$ cat src/rtl/ed_stats_pkg.sv
// Shared types and default widths for the approximate-adder error-statistics collector.
package ed_stats_pkg;

  localparam int unsigned ED_N     = 16;
  localparam int unsigned ED_CNT_W = 24;
  localparam int unsigned ED_ACC_W = ED_N + ED_CNT_W;

  typedef enum logic [1:0] {
    IDLE  = 2'd0,
    RUN   = 2'd1,
    DRAIN = 2'd2,
    DONE  = 2'd3
  } state_t;

endpackage

$ cat src/rtl/ed_abs_diff.sv
// Stage 1: registers the error distance |approx - exact| plus mismatch/zero flags for one sample.
module ed_abs_diff
  import ed_stats_pkg::*;
#(
  parameter int unsigned N = ED_N
) (
  input  logic         clk,
  input  logic         rst_n,
  input  logic         i_en,
  input  logic [N-1:0] i_approx,
  input  logic [N-1:0] i_exact,
  output logic         o_valid,
  output logic [N-1:0] o_ed,
  output logic         o_mismatch,
  output logic         o_zero
);

  logic         r_valid;
  logic [N-1:0] r_ed;
  logic         r_mismatch;
  logic         r_zero;
  logic [N-1:0] w_ed;

  // Subtract in the order that cannot wrap, so ed is the true N-bit distance.
  assign w_ed = (i_approx > i_exact) ? (i_approx - i_exact) : (i_exact - i_approx);

  always_ff @(posedge clk or negedge rst_n) begin
    if (!rst_n) begin
      r_valid    <= 1'b0;
      r_ed       <= '0;
      r_mismatch <= 1'b0;
      r_zero     <= 1'b0;
    end else begin
      r_valid <= i_en;
      if (i_en) begin
        r_ed       <= w_ed;
        r_mismatch <= (i_approx != i_exact);
        r_zero     <= (i_exact == '0);
      end
    end
  end

  assign o_valid    = r_valid;
  assign o_ed       = r_ed;
  assign o_mismatch = r_mismatch;
  assign o_zero     = r_zero;

endmodule

$ cat src/rtl/ed_stats_collector.sv
// Error-statistics collector: run-control FSM, accept counter and stage-2 accumulators.
module ed_stats_collector
  import ed_stats_pkg::*;
#(
  parameter int unsigned N     = ED_N,
  parameter int unsigned CNT_W = ED_CNT_W,
  parameter int unsigned ACC_W = N + CNT_W
) (
  input  logic             clk,
  input  logic             rst_n,
  input  logic             start,
  input  logic [CNT_W-1:0] num_samples,
  input  logic             in_valid,
  output logic             in_ready,
  input  logic [N-1:0]     approx_sum,
  input  logic [N-1:0]     exact_sum,
  output logic             busy,
  output logic             done,
  output logic [CNT_W-1:0] sample_count,
  output logic [CNT_W-1:0] error_count,
  output logic [CNT_W-1:0] zero_exact_count,
  output logic [ACC_W-1:0] sum_ed,
  output logic [N-1:0]     max_ed
);

  state_t           r_state;
  state_t           w_next;
  logic [CNT_W-1:0] r_target;
  logic [CNT_W-1:0] r_acc_cnt;
  logic             w_accept;
  logic             w_last;
  logic             w_start;

  logic             w_s1_valid;
  logic [N-1:0]     w_s1_ed;
  logic             w_s1_mismatch;
  logic             w_s1_zero;

  logic [CNT_W-1:0] r_sample_cnt;
  logic [CNT_W-1:0] r_err_cnt;
  logic [CNT_W-1:0] r_zero_cnt;
  logic [ACC_W-1:0] r_sum_ed;
  logic [N-1:0]     r_max_ed;

  assign w_accept = in_valid && in_ready;
  assign w_last   = w_accept && (r_acc_cnt == (r_target - CNT_W'(1)));
  // start is only honoured when no run is in flight.
  assign w_start  = start && ((r_state == IDLE) || (r_state == DONE));

  ed_abs_diff #(
    .N(N)
  ) u_abs_diff (
    .clk        (clk),
    .rst_n      (rst_n),
    .i_en       (w_accept),
    .i_approx   (approx_sum),
    .i_exact    (exact_sum),
    .o_valid    (w_s1_valid),
    .o_ed       (w_s1_ed),
    .o_mismatch (w_s1_mismatch),
    .o_zero     (w_s1_zero)
  );

  always_ff @(posedge clk or negedge rst_n) begin
    if (!rst_n) begin
      r_state <= IDLE;
    end else begin
      r_state <= w_next;
    end
  end

  // Stage 2 is the accumulator bank itself, so the pipeline is empty once stage 1 is.
  always_comb begin
    w_next = r_state;
    case (r_state)
      IDLE, DONE: begin
        if (start) begin
          w_next = (num_samples == '0) ? DONE : RUN;
        end
      end
      RUN: begin
        if (w_last) begin
          w_next = DRAIN;
        end
      end
      DRAIN: begin
        if (!w_s1_valid) begin
          w_next = DONE;
        end
      end
      default: w_next = IDLE;
    endcase
  end

  always_comb begin
    in_ready = 1'b0;
    busy     = 1'b0;
    done     = 1'b0;
    case (r_state)
      RUN: begin
        busy     = 1'b1;
        in_ready = (r_acc_cnt < r_target);
      end
      DRAIN:   busy = 1'b1;
      DONE:    done = 1'b1;
      default: ;
    endcase
  end

  always_ff @(posedge clk or negedge rst_n) begin
    if (!rst_n) begin
      r_target  <= '0;
      r_acc_cnt <= '0;
    end else if (w_start) begin
      r_target  <= num_samples;
      r_acc_cnt <= '0;
    end else if (w_accept) begin
      r_acc_cnt <= r_acc_cnt + CNT_W'(1);
    end
  end

  always_ff @(posedge clk or negedge rst_n) begin
    if (!rst_n) begin
      r_sample_cnt <= '0;
      r_err_cnt    <= '0;
      r_zero_cnt   <= '0;
      r_sum_ed     <= '0;
      r_max_ed     <= '0;
    end else if (w_start) begin
      r_sample_cnt <= '0;
      r_err_cnt    <= '0;
      r_zero_cnt   <= '0;
      r_sum_ed     <= '0;
      r_max_ed     <= '0;
    end else if (w_s1_valid) begin
      r_sample_cnt <= r_sample_cnt + CNT_W'(1);
      r_err_cnt    <= r_err_cnt + CNT_W'(w_s1_mismatch);
      r_zero_cnt   <= r_zero_cnt + CNT_W'(w_s1_zero);
      r_sum_ed     <= r_sum_ed + ACC_W'(w_s1_ed);
      if (w_s1_ed > r_max_ed) begin
        r_max_ed <= w_s1_ed;
      end
    end
  end

  assign sample_count     = r_sample_cnt;
  assign error_count      = r_err_cnt;
  assign zero_exact_count = r_zero_cnt;
  assign sum_ed           = r_sum_ed;
  assign max_ed           = r_max_ed;

endmodule

$ cat config.mk
export PLATFORM = sky130hd
export DESIGN_NAME = ed_stats_collector
export DESIGN_NICKNAME = d
export VERILOG_FILES = /design/src/rtl/ed_stats_pkg.sv /design/src/rtl/ed_abs_diff.sv /design/src/rtl/ed_stats_collector.sv
export SDC_FILE = /design/constraint.sdc
export NUM_CORES = 1
export LEC_CHECK = 0
export CORE_AREA = 2 2 166 168
export CTS_CLUSTER_SIZE = 16
export DETAILED_ROUTE_END_ITERATION = 7
export DIE_AREA = 0 0 168 170
export GPL_TIMING_DRIVEN = 0
export PLACE_DENSITY = 0.84
export SYNTH_ARGS = -nofsm -noshare
export SYNTH_HDL_FRONTEND = slang
export SYNTH_SLANG_ARGS = --single-unit
$ cat constraint.sdc
create_clock -name clk -period 3.23 [get_ports clk]
set_clock_uncertainty 0.2 [all_clocks]
set_input_delay 0.646 -clock clk [delete_from_list [all_inputs] [get_ports clk]]
set_output_delay 0.646 -clock clk [all_outputs]
set_load 0.01 [all_outputs]
==> impl_metrics.toml, run 1 <==
[status]
status = "complete, but fails checks"
violations = "negative setup slack"

[layout]
stdcell_area_um2 = 17400
final_common_cell = "nor2_1"
syn_to_final_growth_pct = 32.2
nets = 1920
drive_gt1_share_pct = 13.8
layout_common_cells = "nor2_1, dfrtp_1, clkdlybuf4s50_1"
final_util_pct = 65.1
stdcell_count = 2114

[sta]
post-route-period-util_pct = 102
setup_ws_ns = -0.0803
tightest_slew_ns = 0.778
rsz0062_at_grt = "yes"
slew_headroom_pct = 48.1
final-setup-viol-count = 4
hold_viol = 0
slew_violations = 0
timing.hold.ws_ns = 0.0153
min_period_ns = 3.31
fmax_mhz = 302

[yosys]
synth_flop_cell = "dfrtp_1"
synth_area_um2 = 13100
synthesis.instances = 1487
ys_types = 71
syn_nets = 1648
synth-async-reset-ratio_pct = 100
synth-edff-count = 0
avgSynthCellArea_um2 = 8.83
yosysWarnings = 0
yosysSeqAreaShare_pct = 37.6
ys_seq_elements = 197

[floorplan]
start_util_pct = 49.2
ios = 191
die_area_um2 = 28600
fp.dieH_um = 170
fp-row-count = 60
die-width_um = 168
core-area_um2 = 26700

[global_route]
grt_pass1_vias = 12100
grt_pass1_wl_mm = 60.1
grt_max_degree = 120
grt_antenna_before_repair = 1
grt-ovfl-total = 0
track_usage_pct = 25.9

[detailed_routing]
routedWlPerCell_um = 18.5
drt-initial-drc-count = 1077
drcViolationCount = 0
dr_total_vias = 12500
via_per_inst = 5.92
ant_nets = 0
routed_wl_mm = 39.0
dr.pass1.iters = 6

[worst_hold_path]
min_path_type = "in -> async"

[worst_setup_path]
crit_type = "in -> reg"
crit_fanout = 4
cp-end-kind = "register"
critPathArrivalTime_ns = 3.42
required_ns = 3.34
start_kind = "input port"

[placed_design]
dp_slack_ns = -1.10
place_area_um2 = 15500
place_inst = 2020
dp_hpwl_mm = 27.5
place.port_buffers = 190
gp_congestion = 0.897

[pwr]
power_density_nw_per_um2 = 638
leakage_nw = 7.81
vdd_drop_max_v = 0.000500

[cts]
clk_latency_ns = 0.44
clkSlewWorstSetupHoldPaths_ns = 0.08
cts_max_level = 4
cts_buffers = 17
cts_tree = "done"
clk_path_buf_depth = 2
clockRootBuffer = "clkbuf_16"
clock-sinks = 197

[job]
drv_cap = 0
## per-stage QoR
step,setup TNS (ns),total power [mW]
finish,-0.151,11.1
global route,-0.797,11.7
CTS,-0.176,10.5
detailed placement,-31.25,8.12
global placement,-1387.29,7.94
floorplan,-0.0203,6.44
## worst max-delay path, stage by stage
cell and delay, ns:
clkdlybuf4s50_1 0.49, inv_1 0.08, ha_4 0.27, and4_4 0.28
nand2_8 0.08, nor4_4 0.25, buf_4 0.18, a21oi_4 0.05
nand2_4 0.11, mux2_2 0.38, nor4_1 0.47, o31ai_2 0.11
## power breakdown
| group | internal (mW) | total [mW] | leakage (nW) | switching (mW) |
|---|---|---|---|---|
| Combinational | 2.28 | 5.35 | 4.87 | 3.07 |
| Clock | 1.09 | 2.23 | 0.304 | 1.13 |
| Sequential | 2.93 | 3.49 | 2.64 | 0.568 |
| Total | 6.30 | 11.1 | 7.81 | 4.77 |
## final timing paths
check	cells past startpoint	slack [ns]	to	from
hold / removal	2	0.02	r_target[1]	rst_n
setup / recovery	12	-0.08	u_abs_diff.o_ed[3]	approx_sum[10]
setup reg to reg	10	-0.04	r_state[0]	r_target[14]
min in group clk	2	0.34	u_abs_diff.o_zero	u_abs_diff.o_zero
max in group asynchronous	3	1.91	sum_ed[16]	rst_n
hold reg to reg	2	0.34	u_abs_diff.o_zero	u_abs_diff.o_zero
## flip-flops by register name (all words and copies together) (netlist names)
register / cells
error_count: 24
max_ed: 16
r_acc_cnt: 24
r_state: 2
r_target: 24
sample_count: 24
sum_ed: 40
u_abs_diff.o_ed: 16
u_abs_diff.o_mismatch: 1
u_abs_diff.o_valid: 1
u_abs_diff.o_zero: 1
zero_exact_count: 24
## cell families (layout without fill, tap and decap cells)
kind of cell    after synthesis  in the layout  synth area share [%]
simple gates                554            554                  20.7
xor+xnor                    149            149                  9.94
other cells                   0              1                     0
mux                          48             48                  3.71
flops                       197            197                  37.6
compound gates              279            279                  13.7
fa+ha+maj                   101            101                  9.80
buf+inv                     159            444                  4.61
## what timing repair did
item,4_1_cts,5_1_grt
gates cloned,0,1
endpoints found under the setup margin,57,74
hold buffers,0,0
pin swaps,15,42
resized for setup,72,126
buffers inserted,17,51
## cell type report
cell class	count	area, µm²
repair buffers	261	2510
clock buffers	18	439
flip-flops and latches	197	4950
well taps	341	427
multi-input cells	1131	8150
fillers	2070	9300
clock inverters	14	193
diodes	1	2.50
plain buffers	54	299
inverters	97	368
## cells in the mapped netlist (all sizes together) (5+ instances only)
cell | count | area share, %
dfrtp | 197 | 38
nor2 | 181 | 5.2
nand2 | 126 | 3.6
xor2 | 99 | 6.6
ha | 98 | 9.3
inv | 96 | 2.7
o21ai | 81 | 3.1
a21oi | 64 | 2.4
nand3 | 55 | 2.1
clkbuf | 52 | 1.5
nand4 | 50 | 2.4
xnor2 | 50 | 3.3
mux2i | 43 | 3.3
and3 | 35 | 1.7
a21o | 23 | 1.3
nor4 | 23 | 1.4
o211ai | 20 | 1.1
nor3 | 18 | 0.69
and4 | 12 | 0.80
or3 | 12 | 0.57
and2 | 11 | 0.52
o21a | 11 | 0.63
buf | 10 | 0.35
a31oi | 9 | 0.43
o31ai | 9 | 0.51
nand2b | 8 | 0.38
o2111ai | 8 | 0.53
nor2b | 7 | 0.33
o21bai | 7 | 0.40
a211oi | 5 | 0.29
mux2 | 5 | 0.43
nand3b | 5 | 0.29
## per-layer routing
| layer | track usage, % | share of wire (%) | vias up |
|---|---|---|---|
| met5 | 0 | 0 | - |
| met4 | 9.64 | 3.3 | 0 |
| met3 | 4.00 | 6.0 | 100 |
| met2 | 44.0 | 49 | 510 |
| met1 | 33.7 | 42 | 6137 |
| li1 | - | - | 5767 |
(Power assumes the default switching activity.)
==> run 2, diff against run 1 <==
--- a/config.mk
+++ b/config.mk
@@ -6,7 +6,7 @@
 export NUM_CORES = 1
 export LEC_CHECK = 0
 export CORE_AREA = 2 2 166 168
-export CTS_CLUSTER_SIZE = 16
+export CTS_BUF_LIST = sky130_fd_sc_hd__clkbuf_2
 export DETAILED_ROUTE_END_ITERATION = 7
 export DIE_AREA = 0 0 168 170
 export GPL_TIMING_DRIVEN = 0
==> run 2 against run 1 <==
Compared with the run above: the flow still finishes with violations (negative setup slack); sequential cell count unchanged; wire length fell by 1.4%; maximum frequency is 8.4% lower; largest cell class unchanged; critical path type is now reg -> out; clock power shrank 40%; final cell count about the same.
==> impl_metrics.toml, run 2 (synthesis results as in run 1) <==
[pwr]
clkPwrFrac_pct = 13.0
leakage_nw = 7.54
p_int_mw = 5.55
swShare_pct = 45.8
seqPwrFrac_pct = 33.7
pwr-share-comb_pct = 53.3
power_mw = 10.2
p_sw_mw = 4.68
power_density_nw_per_um2 = 609
vdd_drop_max_v = 0.000497

[detailed_routing]
dr.pass1.iters = 5
routed_wl_mm = 38.5
dr_total_vias = 12500
drcViolationCount = 0
via_per_inst = 5.90
drt-initial-drc-count = 1229
ant_nets = 0
routedWlPerCell_um = 18.2

[worst_setup_path]
r2r-end = "r_state[0]"
ff2ff_path_depth = 10
crit_buf_inv = 2
cpPeakStageDelay_ns = 0.54
r2r_setup_slack_ns = -0.19
crit_type = "reg -> out"
slowest_stage = "dfrtp_1"
cp_top_family = "compound AO/OA/AOI/OAI gates"
cp-end-kind = "primary output"
required_ns = 2.38
regToRegStartpoint = "r_target[1]"
start_kind = "register"
path_cells = "inv_1, ha_1, a21boi_0, o311a_1, nor3_2, buf_2"
crit_fanout = 3
critPathArrivalTime_ns = 2.77

[worst_hold_path]
whs_path_depth = 3
hold_path_startpoint = "num_samples[3]"
min_path_type = "in -> reg"
hold_end = "r_target[3]"

[cts]
cts_max_level = 4
clockRootBuffer = "clkbuf_2"
clock-sinks = 197
clk_latency_ns = 0.83
cts_buffers = 17
clkSlewWorstSetupHoldPaths_ns = 0.35
cts_tree = "done"
clk_path_buf_depth = 2

[sta]
tightest_slew_ns = 0.787
fmax_mhz = 277
slew_violations = 0
hold_viol = 0
post-route-period-util_pct = 112
timing.hold.ws_ns = 0.145
final-setup-viol-count = 7
rsz0062_at_grt = "yes"
setup_ws_ns = -0.384
min_period_ns = 3.61
slew_headroom_pct = 47.6

[global_route]
gr-usage-met3_pct = 4.26
grt_busiest_layer = "met2"
grt_pass1_vias = 12200
grt-ovfl-total = 0
grt_max_degree = 120
use_met1_pct = 34.5
grt_pass1_wl_mm = 60.9
track_usage_pct = 26.3
grt_antenna_before_repair = 2
use_met2_pct = 44.1

[layout]
syn_to_final_growth_pct = 27.9
final_common_cell = "clkdlybuf4s50_1"
fillers = 2190
layout_common_cells = "clkdlybuf4s50_1, nor2_1, dfrtp_1"
drive_gt1_share_pct = 12.7
nets = 1918
largest_reg_flops = 40

[floorplan]
ios = 191
start_util_pct = 49.2
die_area_um2 = 28600
die-width_um = 168
fp-row-count = 60
fp.dieH_um = 170
core-area_um2 = 26700

[job]
drv_cap = 0

[placed_design]
dp_hpwl_mm = 27.5
place.port_buffers = 190
gp_congestion = 0.897

[status]
status = "complete, but fails checks"
violations = "negative setup slack"
==> run 2: changes by cell type in the layout (fill, tap and decap cells not counted), moves of 6 or more <==
cell / previous run / this run
clkbuf_2: 6 / 23
o21ai_2: 1 / 7
clkbuf_16: 17 / 1
clkbuf_8: 6 / 0
ha_1: 77 / 90
clkdlybuf4s50_1: 172 / 187
ha_4: 17 / 8
dlymetal6s2s_1: 15 / 0
buf_4: 68 / 60
==> run 2: how the worst max path moves through the flow <==
stage / depth (start not counted) / startpoint / end / slack (ns)
2_1_floorplan: 11 / approx_sum[9] / u_abs_diff.o_ed[3] / -0.02
3_3_place_gp: 1 / rst_n / error_count[10] / -6.93
3_5_place_dp: 13 / approx_sum[11] / u_abs_diff.o_ed[10] / -1.10
4_1_cts: 8 / r_target[1] / in_ready / -0.45
5_1_grt: 8 / r_target[1] / in_ready / -0.52
6_report: 6 / r_target[7] / in_ready / -0.38
==> run 2: repair_timing <==
item,in CTS,in global routing
pin swaps,21,29
buffers inserted,36,27
hold buffers,1,0
gates cloned,0,2
endpoints found under the setup margin,56,72
gates resized for setup,65,104
hold endpoints to repair,118,0
==> run 2: layout make-up <==
cell class	instances	area [µm²]	area share, %
Clock inverter	15	196	1.17
Clock buffer	17	85.1	0.507
Multi-Input combinational cell	1131	7990	47.6
Buffer	57	290	1.73
Sequential cell	197	4950	29.5
Timing Repair Buffer	256	2470	14.7
Inverter	97	369	2.20
Antenna cell	2	5.00	0.0298
Tap cell	341	427	2.54
==> run 2: worst reg2reg max path: cells and delay by family, from the launching register on <==
kind,cells,cell delay [ns]
AND/OR/NAND/NOR,4,1.44
flip-flops,1,0.48
buffers and inverters,3,0.47
AO/OA/AOI/OAI,3,0.75
==> run 2: power groups by stage <==
stage          Combinational (mW)  Sequential [mW]  Clock (mW)
2_1_floorplan                3.02             3.42           0
3_3_place_gp                 4.43             3.51           0
3_5_place_dp                 4.60             3.52           0
4_1_cts                      4.99             3.43        1.35
5_1_grt                      5.98             3.50        1.46
6_report                     5.45             3.45        1.33
==> run 2: through the flow <==
step                      utilization (%)  setup TNS (ns)  std cells  area (µm²)  setup slack [ns]
after detailed placement             58.3          -31.25       2020       15500             -1.10
final                                63.0          -0.781       2113       16800            -0.384
after floorplan                         -         -0.0203       1487       13100           -0.0203
after global routing                 63.0           -2.49       2113       16800            -0.516
after CTS                            61.1          -0.445       2087       16300            -0.445
after global placement               58.0        -1387.29       2018       15500             -6.93
==> run 2: per-layer routing <==
layer	up-vias	part of all wire, %
met1	6070	42
met3	102	7.0
met5	-	0
met4	0	3.4
met2	520	47
li1	5776	-
==> run 3, diff against run 2 <==
--- a/config.mk
+++ b/config.mk
@@ -5,12 +5,13 @@
 export SDC_FILE = /design/constraint.sdc
 export NUM_CORES = 1
 export LEC_CHECK = 0
-export CORE_AREA = 2 2 166 168
+export CORE_AREA = 2 2 165 167
 export CTS_BUF_LIST = sky130_fd_sc_hd__clkbuf_2
 export DETAILED_ROUTE_END_ITERATION = 7
-export DIE_AREA = 0 0 168 170
+export DIE_AREA = 0 0 167 169
 export GPL_TIMING_DRIVEN = 0
 export PLACE_DENSITY = 0.84
 export SYNTH_ARGS = -nofsm -noshare
 export SYNTH_HDL_FRONTEND = slang
+export SYNTH_HIERARCHICAL = 1
 export SYNTH_SLANG_ARGS = --single-unit
==> run 3 against run 2 <==
Compared with the run above: the run still ends with negative setup slack left; utilization shrank 2.3 points; non-clock buffer count shrank 41; setup slack lost 0.011 ns; sequential power grew 6.7%; via count shrank 6.8%; register-to-register slack gained 0.11 ns; final cell count shrank 3.2%; hold slack gained 0.035 ns; largest power group unchanged; critical path type unchanged; global-route usage shrank 1.6 points; combinational power shrank 18%; area after synthesis shrank 1.1%; maximum frequency shrank 0.29%.
==> impl_metrics.toml, run 3 <==
[status]
status = "complete, but fails checks"
violations = "negative setup slack"

[detailed_routing]
via_per_inst = 5.68
routedWlPerCell_um = 17.4
routed_wl_mm = 35.6
ant_nets = 0
drcViolationCount = 0
dr_total_vias = 11600
dr.pass1.iters = 5
drt-initial-drc-count = 886

[sta]
tightest_slew_ns = 0.861
setup_ws_ns = -0.395
slew_violations = 0
post-route-period-util_pct = 112
rsz0062_at_grt = "yes"
timing.hold.ws_ns = 0.180
fmax_mhz = 276
min_period_ns = 3.62
final-setup-viol-count = 7
slew_headroom_pct = 42.6
hold_viol = 0
tns_ns = -0.524

[global_route]
track_usage_pct = 24.7
grt_antenna_before_repair = 2
grt_pass1_wl_mm = 56.5
grt_max_degree = 110
grt_pass1_vias = 11400
grt-ovfl-total = 0

[cts]
cts_tree = "done"
cts_max_level = 4
clk_latency_ns = 0.80
clkSlewWorstSetupHoldPaths_ns = 0.31
cts_buffers = 17
clk_path_buf_depth = 2
clockRootBuffer = "clkbuf_2"
clock-sinks = 197

[worst_setup_path]
crit_type = "reg -> out"
critPathLaunch = "r_acc_cnt[5]"
cp-end-kind = "primary output"
critPathArrivalTime_ns = 2.78
ff2ff_path_depth = 12
regToRegStartpoint = "r_acc_cnt[5]"
crit_fanout = 2
required_ns = 2.38
r2r_setup_slack_ns = -0.08
r2r-end = "r_acc_cnt[12]"
start_kind = "register"

[yosys]
netlist.area_leader.share_pct = 38.0
yosysSeqAreaShare_pct = 38.0
yosysTopAreaCell = "dfrtp_1"
syn_nets = 1611
ys_types = 75
synth-async-reset-ratio_pct = 100
synth-edff-count = 0
synthesis.instances = 1450
yosysWarnings = 6
synth_common_cells = "dfrtp_1, nor2_1, nand2_1"
avgSynthCellArea_um2 = 8.95
synth_flop_cell = "dfrtp_1"
ys_seq_elements = 197
synthTopCellsByArea = "dfrtp_1, ha_1, nor2_1, xor2_1, xnor2_1"
synth_area_um2 = 13000
post-synth-top-count-cell = "dfrtp_1"

[placed_design]
gp_congestion = 0.947
place_area_um2 = 15300
place.port_buffers = 190
dp_slack_ns = -0.573
dp_hpwl_mm = 27.0

[pwr]
vdd_drop_max_v = 0.000405
power_density_nw_per_um2 = 580
power_mw = 9.33
leakage_nw = 7.08

[floorplan]
start_util_pct = 49.0
core-area_um2 = 26500
fp-row-count = 60
die_area_um2 = 28200
ios = 191
fp.dieH_um = 169
die-width_um = 167

[layout]
layout_common_cells = "dfrtp_1, clkdlybuf4s50_1, nor2_1"
syn_to_final_growth_pct = 23.9
drive_gt1_share_pct = 8.52
nets = 1850
stdcell_area_um2 = 16100
largest_reg_flops = 40
final_common_cell = "dfrtp_1"

[job]
drv_cap = 0

[worst_hold_path]
min_path_type = "in -> async"
==> run 3: cell count changes in the layout (fill, tap and decap cells not counted), sizes merged, moves of 11 or more <==
cell   delta
nor3     +17
a21oi    +11
or3      +17
xor2     -25
nand4    -13
buf      -31
xnor2    +16
==> run 3: cells by family after synthesis <==
| group | after synthesis | synth area share (%) |
|---|---|---|
| AO/OA/AOI/OAI | 254 | 12.6 |
| XOR/XNOR | 140 | 9.45 |
| adder cells (fa/ha/maj) | 101 | 9.91 |
| buffers and inverters | 146 | 4.66 |
| flip-flops | 197 | 38.0 |
| multiplexers | 55 | 4.26 |
| AND/OR/NAND/NOR | 557 | 21.1 |
==> run 3: what timing repair did <==
action / CTS / global route
resized for setup: 57 / 24
setup endpoints to repair: 56 / 118
cloned: 0 / 1
pin swaps: 20 / 15
hold buffers: 1 / 0
endpoints found under the hold margin: 88 / 0
setup buffers: 16 / 12
==> run 3: worst max-delay path, cell delays in order (launching register included) <==
cell and delay, ns:
dfrtp_2 0.50, ha_2 0.19, or3_4 0.38, or3_4 0.34, o2111ai_2 0.18, and4_1 0.22
buf_6 0.11, buf_6 0.09
==> run 3: final cells by class <==
type	instances	area, µm²
Clock buffer	17	85.1
Inverter	94	357
Clock inverter	15	135
Sequential cell	197	4940
Tap cell	341	427
Fill cell	2215	10400
Multi-Input combinational cell	1107	7670
Buffer	52	289
Antenna cell	2	5.00
Timing Repair Buffer	220	2170
==> run 3: how the worst max path moves through the flow <==
stage / to / slack (ns)
2_1_floorplan: u_abs_diff/o_ed[8] / 0.04
3_3_place_gp: u_abs_diff/o_ed[1] / -6.93
3_5_place_dp: u_abs_diff/o_ed[7] / -0.57
4_1_cts: in_ready / -0.53
5_1_grt: in_ready / -0.52
6_report: in_ready / -0.39
==> run 3: per-layer routing <==
metal  up-vias  wire length [µm]  GRT usage, %
met4         0               876          9.22
met5         -                 0             0
met1      5664             14800          29.7
li1       5548                 -             -
met3        60              2500          5.99
met2       343             17500          43.0
==> run 3: metrics by stage <==
step                instances  util, %
global route             2044     60.6
global placement         1981     57.8
finish                   2045     60.7
detailed placement       1982     57.9
CTS                      2031     60.0
floorplan                1450        -
==> run 3: report_power, final <==
| part | switching, mW | internal, mW | leakage [nW] |
|---|---|---|---|
| clock | 0.946 | 0.244 | 0.138 |
| combinational | 2.26 | 2.19 | 4.82 |
| sequential | 0.675 | 3.01 | 2.13 |
| total | 3.88 | 5.45 | 7.08 |
